===== src/rtl/fifo_pkg.sv =====
// rtl/fifo_pkg.sv - shared defaults, read-mode enum and depth helper for sync_fifo_param
package fifo_pkg;

  typedef enum logic {
    FIFO_STD  = 1'b0,
    FIFO_FWFT = 1'b1
  } fifo_mode_e;

  function automatic int fifo_depth(input int addr_w);
    return 1 << addr_w;
  endfunction

  localparam int DEF_DATA_W    = 8;
  localparam int DEF_ADDR_W    = 3;
  localparam int DEF_AE_THRESH = 2;
  localparam int DEF_AF_THRESH = fifo_depth(DEF_ADDR_W) - 2;

endpackage


===== src/rtl/fifo_mem.sv =====
// rtl/fifo_mem.sv - DEPTH x DATA_W storage, synchronous write, asynchronous read
module fifo_mem
  import fifo_pkg::*;
#(
  parameter int DATA_W = DEF_DATA_W,
  parameter int ADDR_W = DEF_ADDR_W
) (
  input  logic              clk,
  input  logic              we,
  input  logic [ADDR_W-1:0] waddr,
  input  logic [DATA_W-1:0] wdata,
  input  logic [ADDR_W-1:0] raddr,
  output logic [DATA_W-1:0] rdata
);

  localparam int DEPTH = fifo_depth(ADDR_W);

  // Storage is deliberately not reset; stale words are never observable as valid.
  logic [DATA_W-1:0] mem_q [DEPTH];

  always_ff @(posedge clk) begin
    if (we) begin
      mem_q[waddr] <= wdata;
    end
  end

  assign rdata = mem_q[raddr];

endmodule


===== src/rtl/sync_fifo_param.sv =====
// rtl/sync_fifo_param.sv - parametrised single-clock FIFO, STD/FWFT read; FIFO_ERR_FLAGS_EN adds sticky overflow/underflow
module sync_fifo_param
  import fifo_pkg::*;
#(
  parameter int DATA_W    = DEF_DATA_W,
  parameter int ADDR_W    = DEF_ADDR_W,
  parameter int AF_THRESH = fifo_depth(ADDR_W) - 2,
  parameter int AE_THRESH = DEF_AE_THRESH,
  parameter int FWFT      = 0
) (
  input  logic              clk,
  input  logic              rst,
  input  logic              wr,
  input  logic [DATA_W-1:0] data_in,
  input  logic              rd,
  output logic [DATA_W-1:0] data_out,
  output logic              full,
  output logic              empty,
  output logic              almost_full,
  output logic              almost_empty,
  output logic [ADDR_W:0]   fifo_cnt
`ifdef FIFO_ERR_FLAGS_EN
  ,
  output logic              overflow,
  output logic              underflow
`endif
);

  localparam int               DEPTH     = fifo_depth(ADDR_W);
  localparam fifo_mode_e       MODE      = fifo_mode_e'(FWFT != 0);
  localparam logic [ADDR_W:0]  DEPTH_CNT = (ADDR_W + 1)'(DEPTH);
  localparam logic [ADDR_W:0]  AF_CNT    = (ADDR_W + 1)'(AF_THRESH);
  localparam logic [ADDR_W:0]  AE_CNT    = (ADDR_W + 1)'(AE_THRESH);
  localparam logic [ADDR_W:0]  CNT_ONE   = (ADDR_W + 1)'(1);

  if (AE_THRESH >= AF_THRESH) begin : g_chk_thresh_order
    $error("sync_fifo_param: AE_THRESH must be below AF_THRESH");
  end
  if (AF_THRESH > DEPTH) begin : g_chk_af_range
    $error("sync_fifo_param: AF_THRESH must not exceed DEPTH");
  end

  logic [ADDR_W-1:0] wr_ptr_q, wr_ptr_d;
  logic [ADDR_W-1:0] rd_ptr_q, rd_ptr_d;
  logic [ADDR_W:0]   cnt_q, cnt_d;
  logic [DATA_W-1:0] dout_q, dout_d;
  logic [DATA_W-1:0] mem_rdata;
  logic              rd_acc, wr_acc;

  fifo_mem #(
    .DATA_W (DATA_W),
    .ADDR_W (ADDR_W)
  ) u_mem (
    .clk   (clk),
    .we    (wr_acc),
    .waddr (wr_ptr_q),
    .wdata (data_in),
    .raddr (rd_ptr_q),
    .rdata (mem_rdata)
  );

  // Flags decode only the registered count, so wr/rd never reach them combinationally.
  assign empty        = (cnt_q == '0);
  assign full         = (cnt_q == DEPTH_CNT);
  assign almost_full  = (cnt_q >= AF_CNT);
  assign almost_empty = (cnt_q <= AE_CNT);
  assign fifo_cnt     = cnt_q;
  assign data_out     = (MODE == FIFO_FWFT) ? mem_rdata : dout_q;

  always_comb begin
    rd_acc   = rd & ~empty;
    wr_acc   = wr & (~full | rd_acc);
    wr_ptr_d = wr_acc ? wr_ptr_q + ADDR_W'(1) : wr_ptr_q;
    rd_ptr_d = rd_acc ? rd_ptr_q + ADDR_W'(1) : rd_ptr_q;
    cnt_d    = cnt_q;
    dout_d   = dout_q;
    case ({wr_acc, rd_acc})
      2'b10:   cnt_d = cnt_q + CNT_ONE;
      2'b01:   cnt_d = cnt_q - CNT_ONE;
      default: cnt_d = cnt_q;
    endcase
    if (MODE == FIFO_STD && rd_acc) begin
      dout_d = mem_rdata;
    end
  end

  always_ff @(posedge clk or posedge rst) begin
    if (rst) begin
      wr_ptr_q <= '0;
      rd_ptr_q <= '0;
      cnt_q    <= '0;
      dout_q   <= '0;
    end else begin
      wr_ptr_q <= wr_ptr_d;
      rd_ptr_q <= rd_ptr_d;
      cnt_q    <= cnt_d;
      dout_q   <= dout_d;
    end
  end

`ifdef FIFO_ERR_FLAGS_EN
  logic ovf_q, udf_q;

  always_ff @(posedge clk or posedge rst) begin
    if (rst) begin
      ovf_q <= 1'b0;
      udf_q <= 1'b0;
    end else begin
      if (wr & full & ~rd_acc) ovf_q <= 1'b1;
      if (rd & empty)          udf_q <= 1'b1;
    end
  end

  assign overflow  = ovf_q;
  assign underflow = udf_q;
`endif

endmodule


===== config.mk =====
export PLATFORM = sky130hd
export DESIGN_NAME = sync_fifo_param
export DESIGN_NICKNAME = d
export VERILOG_FILES = /design/src/rtl/fifo_pkg.sv /design/src/rtl/fifo_mem.sv /design/src/rtl/sync_fifo_param.sv
export SDC_FILE = /design/constraint.sdc
export NUM_CORES = 1
export LEC_CHECK = 0
export BUFFER_PORTS_ARGS = -buffer_cell sky130_fd_sc_hd__buf_2
export CAP_MARGIN = 10
export CORE_MARGIN = 4
export CORE_UTILIZATION = 61
export CTS_BUF_LIST = sky130_fd_sc_hd__clkbuf_2 sky130_fd_sc_hd__clkbuf_4 sky130_fd_sc_hd__clkbuf_8
export CTS_CLUSTER_DIAMETER = 60
export DETAILED_ROUTE_END_ITERATION = 7
export PLACE_DENSITY_LB_ADDON = 0.25
export SLEW_MARGIN = 20
export SYNTH_ARGS = -nofsm -noshare
export SYNTH_HDL_FRONTEND = slang
export SYNTH_SLANG_ARGS = --single-unit

===== constraint.sdc =====
create_clock -name clk -period 2.8 [get_ports clk]
set_input_delay 0.14 -clock clk [delete_from_list [all_inputs] [get_ports clk]]
set_output_delay 0.14 -clock clk [all_outputs]
set_load 0.02 [all_outputs]

* Word level (Yosys, flattened, before mapping) *
Memory sizes are Yosys's and may differ from the RTL's. A register that Yosys moved wholly into a read port is not among the register bits.
Index checks and enable logic that the tools add are counted.

cells by class
  add/subtract/negate cells = 4
  $lt $le $gt $ge = 2
  equal/unequal tests = 3
  multiplexer cells = 3
  bitwise operators = 5
  reductions and logical operators = 2

operators by type and width
  operator                                                           number
  case mux 4 bit (2 select lines)                                    1
  adder 3 x 1 -> 3 bit, second input constant                        2
  adder 4 x 1 -> 4 bit, second input constant                        1
  == test 4 bit, second input constant                               1
  greater-or-equal comparator 4 x 3 -> 1 bit, second input constant  1
  <= comparator 4 x 2 -> 1 bit, second input constant                1
  logical NOT 4 bit                                                  1
  subtractor 4 x 1 -> 4 bit, second input constant                   1
  bitwise AND 1 bit                                                  2
  == test 2 x 1 -> 1 bit, second input constant                      1
  == test 2 bit, second input constant                               1
  two-way mux 1 bit                                                  2
  NOT 1 bit                                                          2
  nonzero test 2 bit                                                 1
  OR 1 bit                                                           1

word-level totals
  register bits = 10
  memory bits (writable) = 64
  input port bits = 12
  output and inout bits = 16
  logic and storage cells = 23
  memories kept = 1

memories
  name         depth  bits a word  read ports  clocked after Yosys merged registers in  write ports  line            source
  u_mem.mem_q  8      8            1           1                                        1            fifo_mem.sv:19  logic [DATA_W-1:0] mem_q [DEPTH];

* Longest topological paths before layout *
  depth after elaboration = 7
  mapped depth = 10
  depth with buffers taken out = 9

* Modules after synthesis *
A second synthesis with hierarchy kept.

second synthesis, totals
  cells, all modules = 199
  area, all modules = 3467.1 sq um

modules (own cells, without submodules)
  module           times used  cells an instance  area each (sq um)  sequential area each (sq um)
  fifo_mem         1           106                2531.2             1921.8
  sync_fifo_param  1           93                 935.9              450.4

* Worst setup path before layout *
Ideal clock, no wire load.

  kind = flip-flop to flip-flop
  start = register cnt_q[0], in the netlist fifo_cnt[0]
  end = register cnt_q[3], in the netlist fifo_cnt[3]
  library setup time = 0.125 ns
  data arrival time = 2.587 ns
  data required time = 2.675 ns
  slack = 0.088 ns
  stages on the path, launching flop included = 11
  buffers on the path = 1
  clock period less this slack = 2.712 ns
  path through = dfrtp_1 buf_6 or4b_4 o21a_4 clkinv_4 ha_1 ha_1 a21o_1 a2111oi_0 nand4b_1 nand3_1

on the way
  cells in the longest elaborated chain, start to end = 7

RTL lines
  item                                                                   line                   source
  from (decl)                                                            sync_fifo_param.sv:45  logic [ADDR_W:0] cnt_q, cnt_d;
  from (signal assigned)                                                 sync_fifo_param.sv:96  cnt_q <= cnt_d;
  logical NOT 4 bit                                                      sync_fifo_param.sv:63  assign empty = (cnt_q == '0);
  NOT 1 bit                                                              sync_fifo_param.sv:71  rd_acc = rd & ~empty;
  bitwise AND 1 bit                                                      sync_fifo_param.sv:71
  OR 1 bit                                                               sync_fifo_param.sv:72  wr_acc = wr & (~full | rd_acc);
  bitwise AND 1 bit                                                      sync_fifo_param.sv:72
  == test 2 x 1 -> 1 bit or == test 2 bit (tied branches)                sync_fifo_param.sv:77  case ({wr_acc, rd_acc})
  case mux 4 bit (2 select lines) or nonzero test 2 bit (tied branches)  -

Several ways; a longest one is shown, not always the timed one.
A chain may end at the register's enable or synchronous reset.

* Worst setup path in the final report *
Ends and elaborated chain as after synthesis.

==> key figures <==
Status
  • Run status: completed

Yosys
  • Number of synthesized register bits: 82
  • Dominant cells by area after synthesis: sky130_fd_sc_hd__edfxtp_1, sky130_fd_sc_hd__dfrtp_1, sky130_fd_sc_hd__mux2_2, sky130_fd_sc_hd__mux2i_1, sky130_fd_sc_hd__a221o_1
  • Sequential cell area fraction in the yosys report: 0.693
  • Most frequently used flop master after synthesis: sky130_fd_sc_hd__edfxtp_1
  • Total of warnings raised by yosys: 0
  • Most area-hungry cell type in the Yosys netlist: sky130_fd_sc_hd__edfxtp_1
  • Post-synth EDFFs: 64
  • Most common cell in the synthesized netlist: sky130_fd_sc_hd__edfxtp_1
  • Most numerous cell types in the synthesized netlist: sky130_fd_sc_hd__edfxtp_1, sky130_fd_sc_hd__nand2_1, sky130_fd_sc_hd__dfrtp_1
  • Cell area after synthesis: 0.00342 mm^2
  • Synth unique cells: 37
  • Proportion of netlist area held by the largest area contributor: 0.562
  • Average instance area after synthesis: 15.6 um^2
  • Instance count of the mapped netlist: 219
  • Post-Synthesis Net Count: 237
  • Async set-reset flop share out of synthesis: 0.220

Finish
  • Area of the multi-input gates: 947 um^2
  • Final Util: 0.715
  • Diodes inserted: 0
  • Final Cell Area: 0.00392 mm^2
  • Count of filler cells inserted in the layout: 379
  • # nets final: 280
  • Number of non-filler instances in the completed layout: 339
  • Area Growth Syn to Fin: 14.4%
  • Fraction of layout instances using a drive strength above 1: 0.292
  • Area of all sequential standard cells: 0.00237 mm^2

Worst setup path
  • Crit path launch type: flip-flop
  • Arrival time of the worst setup path: 2880 ps
  • Endpoint required time on the critical path: 3040 ps
  • Setup CP Type: flip-flop to flip-flop
  • Maximum fanout count along the critical path: 7
  • Endpoint type of the worst setup path: flip-flop

Route
  • Sum of routed wire length over all layers: 6370 um
  • Residual DRC: 0
  • Wirelength per Cell: 18.8 um
  • DR vias: 1959
  • Number of vias per cell after detailed routing: 5.78
  • Count of antenna-violating nets left after detailed routing: 0
  • First-pass iteration count of the detailed router: 4
  • Number of violations reported at the end of detailed-routing iteration 0: 137

Global routing
  • Largest net degree at the start of global routing: 35
  • Total global-route track usage: 0.200
  • Initial antenna violation count: 0
  • Via count of the first global-routing pass: 1932
  • Global route overflow: 0
  • First-pass GRT wire length: 10200 um

Clock tree
  • CTS clk-pin slew, worst paths: 90 ps
  • Total CTS buffers: 9
  • Total number of H-tree levels: 3
  • CTS Root Buffer Type: sky130_fd_sc_hd__clkbuf_8
  • Clock Path Buffers: 2
  • Number of buffers added for setup after CTS: 0
  • # clock sinks: 82
  • TritonCTS clock tree: built
  • Clk Latency, worst-skew pair: 360 ps

Timing
  • Final hold violation count: 0
  • # setup viols final: 0
  • Setup total negative slack: 0 ps
  • Fin. max-slew vios: 0
  • Worst max-slew margin expressed relative to the limit: 0.513
  • Unrepaired setup endpoints after global routing: false
  • Share of the clock period used by the worst path after layout: 0.945
  • Setup clock skew after layout: 12.3 ps
  • Highest attainable clock frequency: 378 MHz
  • Least-Margin Pin Slew: 728 ps
  • Fin crit period: 2640 ps

Placed design
  • DP Area: 0.00368 mm^2
  • Cell count after placement: 322
  • Port Buf Inserts: 27
  • Final weighted congestion of routability-driven global placement: 0.790
  • HPWL Detailed: 4120 um

Floorplanning
  • Site Rows: 27
  • Die Footprint: 0.00687 mm^2
  • Core Area: 0.00547 mm^2
  • Number of top-level design ports: 28
  • Initial Util: 0.625
  • Y dimension of the die: 82.9 um
  • Overall die width: 82.9 um

Pwr
  • NetSw: 0.00149 W
  • Static Leakage: 1.52 nW
  • VDD IR max: 0.000918 V
  • Power per unit of standard cell area: 1080 mW/mm^2
  • Clock share of power: 0.225
  • Internal power of the cells: 0.00274 W
  • Sw frac: 0.352
  • Gate power share: 0.369
  • Overall power of the completed layout: 0.00423 W
  • Part of the total power dissipated in sequential elements: 0.406

Worst hold path
  • Class of the tightest hold or removal check: input pin to flip-flop

Run
  • Count of max-cap constraint violations: 0
[worst max-delay path, cell delays in order, from the launching register on]
cell and delay, ps:
sky130_fd_sc_hd__dfrtp_1 390, sky130_fd_sc_hd__or4b_4 540, sky130_fd_sc_hd__o21a_4 240, sky130_fd_sc_hd__clkinv_4 70, sky130_fd_sc_hd__ha_1 240, sky130_fd_sc_hd__ha_1 260
sky130_fd_sc_hd__a21o_1 210, sky130_fd_sc_hd__a2111oi_1 360, sky130_fd_sc_hd__nand4b_1 160, sky130_fd_sc_hd__nand3_1 70
[what timing repair did]
item,CTS,global route
hold buffers,1,0
setup endpoints to repair,0,1
gates resized for setup,0,1
hold endpoints to repair,18,0
[stage by stage]
step	hold WS [ps]	setup WS (ps)
finish	40.0	155
global route	37.9	8.39
CTS	34.6	132
detailed placement	276	179
global placement	261	257
floorplan	78.6	87.5
[cell families after synthesis]
group | after synthesis | share of synthesized area
buf+inv | 17 | 0.0303
xor+xnor | 6 | 0.0154
flops | 82 | 0.693
mux | 33 | 0.102
simple gates | 43 | 0.0603
compound gates | 32 | 0.0742
fa+ha+maj | 6 | 0.0241
[area by class of cell]
cell class	instances	area share
inverters	7	0.00799
clock buffers	9	0.0316
multi-input cells	120	0.242
clock inverters	7	0.0256
repair buffers	42	0.0639
flip-flops and latches	82	0.606
well taps	72	0.0230
[power by group through the flow]
| stage | clock (W) | sequential [W] | combinational [W] |
|---|---|---|---|
| 6_report | 0.000953 | 0.00172 | 0.00156 |
| 5_1_grt | 0.00103 | 0.00175 | 0.00170 |
| 4_1_cts | 0.000963 | 0.00172 | 0.00157 |
| 3_5_place_dp | 0 | 0.00174 | 0.00156 |
| 3_3_place_gp | 0 | 0.00173 | 0.00153 |
| 2_1_floorplan | 0 | 0.00186 | 0.00100 |
[path summary, 6_finish.rpt]
check	from	to	slack (ps)	cells past startpoint
setup / recovery	fifo_cnt[0]	fifo_cnt[3]	160	9
hold / removal	data_in[0]	u_mem.mem_q[7][0]	40	1
setup reg to reg	fifo_cnt[0]	fifo_cnt[3]	160	9
hold reg to reg	data_out[7]	data_out[7]	480	2
max in group asynchronous	rst	fifo_cnt[0]	1950	3
min in group asynchronous	rst	data_out[0]	410	3
[cells in the final DEF (no fill, tap or decap), types with 8 or more instances in the layout]
master / n
sky130_fd_sc_hd__dfrtp_1: 18
sky130_fd_sc_hd__buf_4: 14
sky130_fd_sc_hd__clkbuf_8: 9
sky130_fd_sc_hd__a221o_1: 8
sky130_fd_sc_hd__mux2_2: 16
sky130_fd_sc_hd__nand2_1: 21
sky130_fd_sc_hd__mux2i_1: 17
sky130_fd_sc_hd__edfxtp_1: 64
sky130_fd_sc_hd__o22ai_1: 8
sky130_fd_sc_hd__buf_2: 27
[state kept, by name, indices dropped and copies added (netlist names)]
signal	cells
data_out	8
wr_ptr_q	3
rd_ptr_q	3
fifo_cnt	4
u_mem.mem_q	64
[routing by layer]
layer	share of wire	global-route usage	vias to the layer above
li1	-	-	922
met3	0.060	0.0357	11
met2	0.49	0.312	67
met4	0.020	0.108	0
met5	0	0	-
met1	0.43	0.267	959
Power figures use the tool's default switching activity.
